--- src/rtl/uart_pkg.sv ---
// Shared constants and FSM encoding for the UART transmit path.
// Imported by the feeder FSM and its FIFO.
package uart_pkg;

    localparam int c_WORD_LEN = 8;
    localparam int c_CLK_DIV  = 104;

    typedef enum logic [1:0] {
        IDLE = 2'd0,
        BUSY = 2'd1,
        GAP  = 2'd2
    } feeder_state_t;

endpackage

--- src/rtl/uart_fifo.sv ---
// Circular word FIFO with count-derived registered flags and a one-cycle overflow pulse.
// Read data is combinational from the head entry so the consumer can latch it on the pop edge.
module uart_fifo
    import uart_pkg::*;
#(
    parameter int p_WORD_LEN = c_WORD_LEN,
    parameter int p_DEPTH    = 16,
    parameter int p_ADDR_W   = 4
) (
    input  logic                  i_clk,
    input  logic                  i_rst,
    input  logic                  i_wr_en,
    input  logic [p_WORD_LEN-1:0] i_wr_data,
    input  logic                  i_rd_en,
    output logic [p_WORD_LEN-1:0] o_rd_data,
    output logic                  o_full,
    output logic                  o_empty,
    output logic [p_ADDR_W:0]     o_count,
    output logic                  o_overflow
);

    localparam logic [p_ADDR_W:0] c_FULL_COUNT = (p_ADDR_W + 1)'(p_DEPTH);

    logic [p_WORD_LEN-1:0] r_mem [p_DEPTH];
    logic [p_ADDR_W-1:0]   r_wr_ptr;
    logic [p_ADDR_W-1:0]   r_rd_ptr;
    logic [p_ADDR_W:0]     r_count;
    logic [p_ADDR_W:0]     w_count_next;
    logic                  r_full;
    logic                  r_empty;
    logic                  r_overflow;
    logic                  w_wr_accept;
    logic                  w_rd_accept;

    // Gating on the registered full flag means a same-cycle pop never frees room for a write.
    assign w_wr_accept = i_wr_en && !r_full;
    assign w_rd_accept = i_rd_en && !r_empty;

    always_comb begin
        w_count_next = r_count;
        if (w_wr_accept && !w_rd_accept) begin
            w_count_next = r_count + 1'b1;
        end else if (!w_wr_accept && w_rd_accept) begin
            w_count_next = r_count - 1'b1;
        end
    end

    always_ff @(posedge i_clk or posedge i_rst) begin
        if (i_rst) begin
            r_wr_ptr   <= '0;
            r_rd_ptr   <= '0;
            r_count    <= '0;
            r_empty    <= 1'b1;
            r_full     <= 1'b0;
            r_overflow <= 1'b0;
        end else begin
            if (w_wr_accept) begin
                r_wr_ptr <= r_wr_ptr + 1'b1;
            end
            if (w_rd_accept) begin
                r_rd_ptr <= r_rd_ptr + 1'b1;
            end
            r_count    <= w_count_next;
            r_empty    <= (w_count_next == '0);
            r_full     <= (w_count_next == c_FULL_COUNT);
            r_overflow <= i_wr_en && r_full;
        end
    end

    // Storage is deliberately left out of reset.
    always_ff @(posedge i_clk) begin
        if (w_wr_accept) begin
            r_mem[r_wr_ptr] <= i_wr_data;
        end
    end

    assign o_rd_data  = r_mem[r_rd_ptr];
    assign o_full     = r_full;
    assign o_empty    = r_empty;
    assign o_count    = r_count;
    assign o_overflow = r_overflow;

endmodule

--- src/rtl/uart_tx_feeder.sv ---
// Drains the word FIFO into uart_tx one frame at a time, leaving at least one
// idle cycle between the transmitter's done pulse and the next launch.
module uart_tx_feeder
    import uart_pkg::*;
#(
    parameter int p_WORD_LEN = c_WORD_LEN,
    parameter int p_DEPTH    = 16,
    parameter int p_ADDR_W   = 4
) (
    input  logic                  i_clk,
    input  logic                  i_rst,
    input  logic                  i_wr_en,
    input  logic [p_WORD_LEN-1:0] i_wr_data,
    output logic                  o_full,
    output logic                  o_empty,
    output logic [p_ADDR_W:0]     o_count,
    output logic                  o_overflow,
    output logic                  o_tx_dv,
    output logic [p_WORD_LEN-1:0] o_tx_data,
    input  logic                  i_tx_done,
    input  logic                  i_tx_active
);

    feeder_state_t         r_state;
    feeder_state_t         w_next_state;
    logic                  w_launch;
    logic                  w_empty;
    logic [p_WORD_LEN-1:0] w_rd_data;
    logic                  r_tx_dv;
    logic [p_WORD_LEN-1:0] r_tx_data;

    uart_fifo #(
        .p_WORD_LEN (p_WORD_LEN),
        .p_DEPTH    (p_DEPTH),
        .p_ADDR_W   (p_ADDR_W)
    ) u_fifo (
        .i_clk      (i_clk),
        .i_rst      (i_rst),
        .i_wr_en    (i_wr_en),
        .i_wr_data  (i_wr_data),
        .i_rd_en    (w_launch),
        .o_rd_data  (w_rd_data),
        .o_full     (o_full),
        .o_empty    (w_empty),
        .o_count    (o_count),
        .o_overflow (o_overflow)
    );

    // Gating on i_tx_active also covers a frame still in flight after our own reset.
    always_comb begin
        w_next_state = r_state;
        w_launch     = 1'b0;
        case (r_state)
            IDLE: begin
                if (!w_empty && !i_tx_active) begin
                    w_launch     = 1'b1;
                    w_next_state = BUSY;
                end
            end
            BUSY: begin
                if (i_tx_done) begin
                    w_next_state = GAP;
                end
            end
            GAP: begin
                w_next_state = IDLE;
            end
            default: begin
                w_next_state = IDLE;
            end
        endcase
    end

    always_ff @(posedge i_clk or posedge i_rst) begin
        if (i_rst) begin
            r_state <= IDLE;
        end else begin
            r_state <= w_next_state;
        end
    end

    always_ff @(posedge i_clk or posedge i_rst) begin
        if (i_rst) begin
            r_tx_dv   <= 1'b0;
            r_tx_data <= '0;
        end else begin
            r_tx_dv <= w_launch;
            if (w_launch) begin
                r_tx_data <= w_rd_data;
            end
        end
    end

    assign o_empty   = w_empty;
    assign o_tx_dv   = r_tx_dv;
    assign o_tx_data = r_tx_data;

endmodule

--- config.mk ---
export PLATFORM = sky130hd
export DESIGN_NAME = uart_tx_feeder
export DESIGN_NICKNAME = d
export VERILOG_FILES = /design/src/rtl/uart_pkg.sv /design/src/rtl/uart_fifo.sv /design/src/rtl/uart_tx_feeder.sv
export SDC_FILE = /design/constraint.sdc
export NUM_CORES = 1
export LEC_CHECK = 0
export BUFFER_PORTS_ARGS = -buffer_cell sky130_fd_sc_hd__buf_4
export CORE_UTILIZATION = 30
export CTS_CLUSTER_DIAMETER = 60
export DETAILED_ROUTE_END_ITERATION = 10
export PLACE_DENSITY = 0.55
export SETUP_SLACK_MARGIN = 0.02
export SLEW_MARGIN = 20
export SYNTH_ARGS = -nofsm -noshare
export SYNTH_HDL_FRONTEND = slang
export SYNTH_SLANG_ARGS = --single-unit
--- constraint.sdc ---
create_clock -name i_clk -period 1.8 [get_ports i_clk]
set_input_delay 0.27 -clock i_clk [delete_from_list [all_inputs] [get_ports i_clk]]
set_output_delay 0.27 -clock i_clk [all_outputs]
set_load 0.03 [all_outputs]
==> results.py <==
metrics = {
    "layout": {
        "finish.instance_area_um2": 7868,
        "drive_gt1_share_pct": 36.28,
        "diodes": 0,
        "utilization_pct": 38.88,
        "area_growth_pct": 27.18,
        "fin_nets": 448,
    },
    "logic_synthesis": {
        "synthArstFlopShare_pct": 17.42,
        "synthCells": 338,
        "syn_area_um2": 6186,
        "synth.top_cells.by_area": "edfxtp_1 (62%), mux4_2 (11%), dfrtp_1 (11%), mux2i_1 (2.1%), and2_1 (1.7%)",
        "synth-main-ff-cell": "edfxtp_1",
        "syn_avg_cell_area_um2": 18.30,
        "yosysSeqAreaShare_pct": 73.08,
        "ys_warn_count": 0,
        "synth.distinct_cells": 39,
        "synth_largest_area_cell": "edfxtp_1",
        "ys_ff_latch": 155,
        "synth-edff-count": 128,
        "synth_nets": 358,
        "netlist.area_leader.share_pct": 62.14,
    },
    "route": {
        "wl_met3_um": 381,
        "via_count": 3252,
        "wire_per_inst_um": 18.33,
        "post_drt_via_cell_ratio": 4.574,
        "drc": 0,
        "drt_wl_total_mm": 13.04,
        "drt-initial-drc-count": 201,
        "dr.max_layer_used": "met4",
        "wl_met2_mm": 6.418,
        "firstDrtPassIters": 4,
        "postRouteAntennaNets": 0,
        "wl_met1_mm": 6.049,
    },
    "clocking": {
        "numCtsBuffers": 17,
        "cts_sinks": 155,
        "cts_tree": "done",
        "cts.htree.levels": 4,
        "cts-root-buf": "clkbuf_16",
        "clk_pin_slew_ns": 0.06,
        "clkLatencyLatePin_ns": 0.42,
        "ctsLongestPathBuffers": 2,
    },
    "die": {
        "die-area_um2": 21200,
        "start_util_pct": 30.57,
        "die_w_um": 145.6,
        "die_y_um": 145.6,
        "row_count": 52,
        "ioPinCount": 30,
        "core_region_area_um2": 20230,
    },
    "placement": {
        "place_area_um2": 7154,
        "place.gp.congestion": 0.7860,
        "numPortBuffers": 29,
        "dp.final_hpwl_mm": 8.920,
    },
    "power_and_ir_drop": {
        "p_clk_share_pct": 27.3,
        "p_per_area_nw_per_um2": 1618,
        "internal_power_mw": 8.781,
        "swShare_pct": 31.02,
        "vdd_drop_max_v": 0.0005788,
        "pwr-share-comb_pct": 34.6,
        "power.total_mw": 12.73,
        "p_switching_mw": 3.948,
        "seq_power_share_pct": 38.1,
        "leakage_nw": 2.835,
    },
    "sta": {
        "slew_headroom_pct": 71.35,
        "finalMaxSlewViolations": 0,
        "setup-violations-final": 1,
        "rsz0062_at_grt": "true",
        "fin_crit_ns": 1.807,
        "setup_slack_ns": -0.006735,
        "fmax_mhz": 553.5,
        "skew_ns": 0.01153,
        "tightest_slew_ns": 0.4297,
        "setup_tns_ns": -0.006735,
        "hold_violations": 0,
        "fin_crit_sh_pct": 100.4,
        "fin_hold_ws_ns": 0.04090,
    },
    "global_routing": {
        "grt_max_degree": 28,
        "grt_usage_pct": 13.34,
        "grt_overflow": 0,
        "grt_first_pass_wirelength_mm": 20.44,
        "grt_pass1_vias": 3471,
        "antenna_found_initial": 0,
    },
    "setup_path": {
        "reg2reg_depth": 6,
        "critPathKind": "reg -> reg",
        "crit_end": "u_fifo.o_empty$_DFF_PP1_",
        "path_max_fanout": 6,
        "crit_path_start_kind": "register",
        "crit_start": "u_fifo.o_empty$_DFF_PP1_",
        "arrival_ns": 2.14,
        "r2r-start": "u_fifo.o_empty$_DFF_PP1_",
        "worstSetupEndpointType": "register",
        "required_ns": 2.14,
        "r2r_slack_ns": -0.007,
        "r2r-end": "u_fifo.o_empty$_DFF_PP1_",
    },
    "hold_path": {
        "hold_start": "i_tx_done",
        "holdCritPathClass": "in -> reg",
    },
    "flow_run": {
        "cap_viol_max_count": 0,
    },
    "run_status": {
        "status": "complete, but fails checks",
        "failed_checks": "setup timing",
    },
}
[synthesized netlist by cell type, types with 3 or more instances]
cell type and count:
buf_1 4, a31oi_1 5, edfxtp_1 128, o31ai_1 3, clkbuf_1 3, mux2_2 4
nor3_1 3, nor2_1 13, and2_1 17, ha_1 7, buf_2 8, inv_1 9
a21oi_1 8, dfrtp_1 26, o21ai_0 7, mux2i_1 13, mux4_2 30, xnor2_1 9
nand2_1 15
[worst min-delay path by stage]
stage | end | slack [ns] | cells past startpoint
floorplan | o_tx_data[0]$_DFFE_PP0N_ | 0.32 | 1
global placement | u_fifo.r_rd_ptr[0]$_DFFE_PP0P_ | 0.37 | 3
detailed placement | u_fifo.r_rd_ptr[0]$_DFFE_PP0P_ | 0.37 | 3
CTS | r_state[0]$_DFFE_PP0P_ | 0.03 | 2
global route | r_state[0]$_DFFE_PP0P_ | 0.05 | 2
finish | r_state[0]$_DFFE_PP0P_ | 0.04 | 2
[cell families (layout without fill, tap and decap cells)]
logic type / after synthesis / in the layout / synth area share (%)
AO/OA/AOI/OAI: 28 / 28 / 2.751
XOR/XNOR: 10 / 10 / 1.416
adder cells (fa/ha/maj): 7 / 7 / 1.416
buffers and inverters: 25 / 128 / 1.800
flip-flops: 155 / 155 / 73.08
multiplexers: 47 / 47 / 13.75
AND/OR/NAND/NOR: 66 / 66 / 5.785
[repair_timing]
item / in CTS / in global routing
hold buffers: 1 / 0
endpoints found under the setup margin: 6 / 65
pin swaps: 3 / 2
endpoints found under the hold margin: 26 / 0
buffers inserted: 1 / 5
resized for setup: 5 / 14
[stage by stage]
stage,cells,worst slack [ns]
floorplan,338,-0.06320
global placement,672,-0.1357
detailed placement,672,-0.1797
CTS,706,-0.01243
global route,711,-0.1269
finish,711,-0.006735
[cell type report]
class                   instances  area (µm²)
fillers                      1840       12370
flip-flops and latches        155        4521
multi-input cells             158        1612
repair buffers                 87       783.3
clock buffers                  25       485.5
well taps                     270       337.8
clock inverters                 7       92.59
inverters                       9       36.28
[layer usage]
| metal | up-vias | GRT usage, % |
|---|---|---|
| met3 | 14 | 3.417 |
| li1 | 1508 | - |
| met4 | 0 | 5.211 |
| met2 | 50 | 21.18 |
| met5 | - | 0 |
| met1 | 1680 | 17.58 |
[state kept, by name, summed over array words and instances (netlist names), 2 cells and up]
signal	flops
u_fifo.r_mem	128
u_fifo.r_wr_ptr	4
u_fifo.o_count	5
u_fifo.r_rd_ptr	4
o_tx_data	8
r_state	2
[power by group through the flow]
stage / logic (mW) / registers (mW) / clock network (mW)
after floorplan: 2.33 / 5.11 / 0
after global placement: 4.11 / 4.89 / 0
after detailed placement: 4.15 / 4.92 / 0
after CTS: 4.21 / 4.86 / 3.55
after global routing: 4.77 / 4.91 / 3.68
final: 4.40 / 4.85 / 3.47
[critical path: stages (launching register included)]
cell	delay, ns
dfstp_2	0.37
or4_4	0.57
and3_4	0.22
a31oi_1	0.15
xor2_1	0.19
inv_1	0.08
nor4_2	0.14
[placed cells by master (no fill, tap or decap), drive strengths merged, types with 5 or more instances in the layout]
cell type	n
ha	7
clkbuf	25
a21oi	8
buf	86
edfxtp	128
nor2	13
inv	9
nand2	15
a31oi	5
mux2i	13
o21ai	7
dfrtp	26
xnor2	9
and2	17
mux4	30
Note: power is estimated with default switching activity, not from simulation.
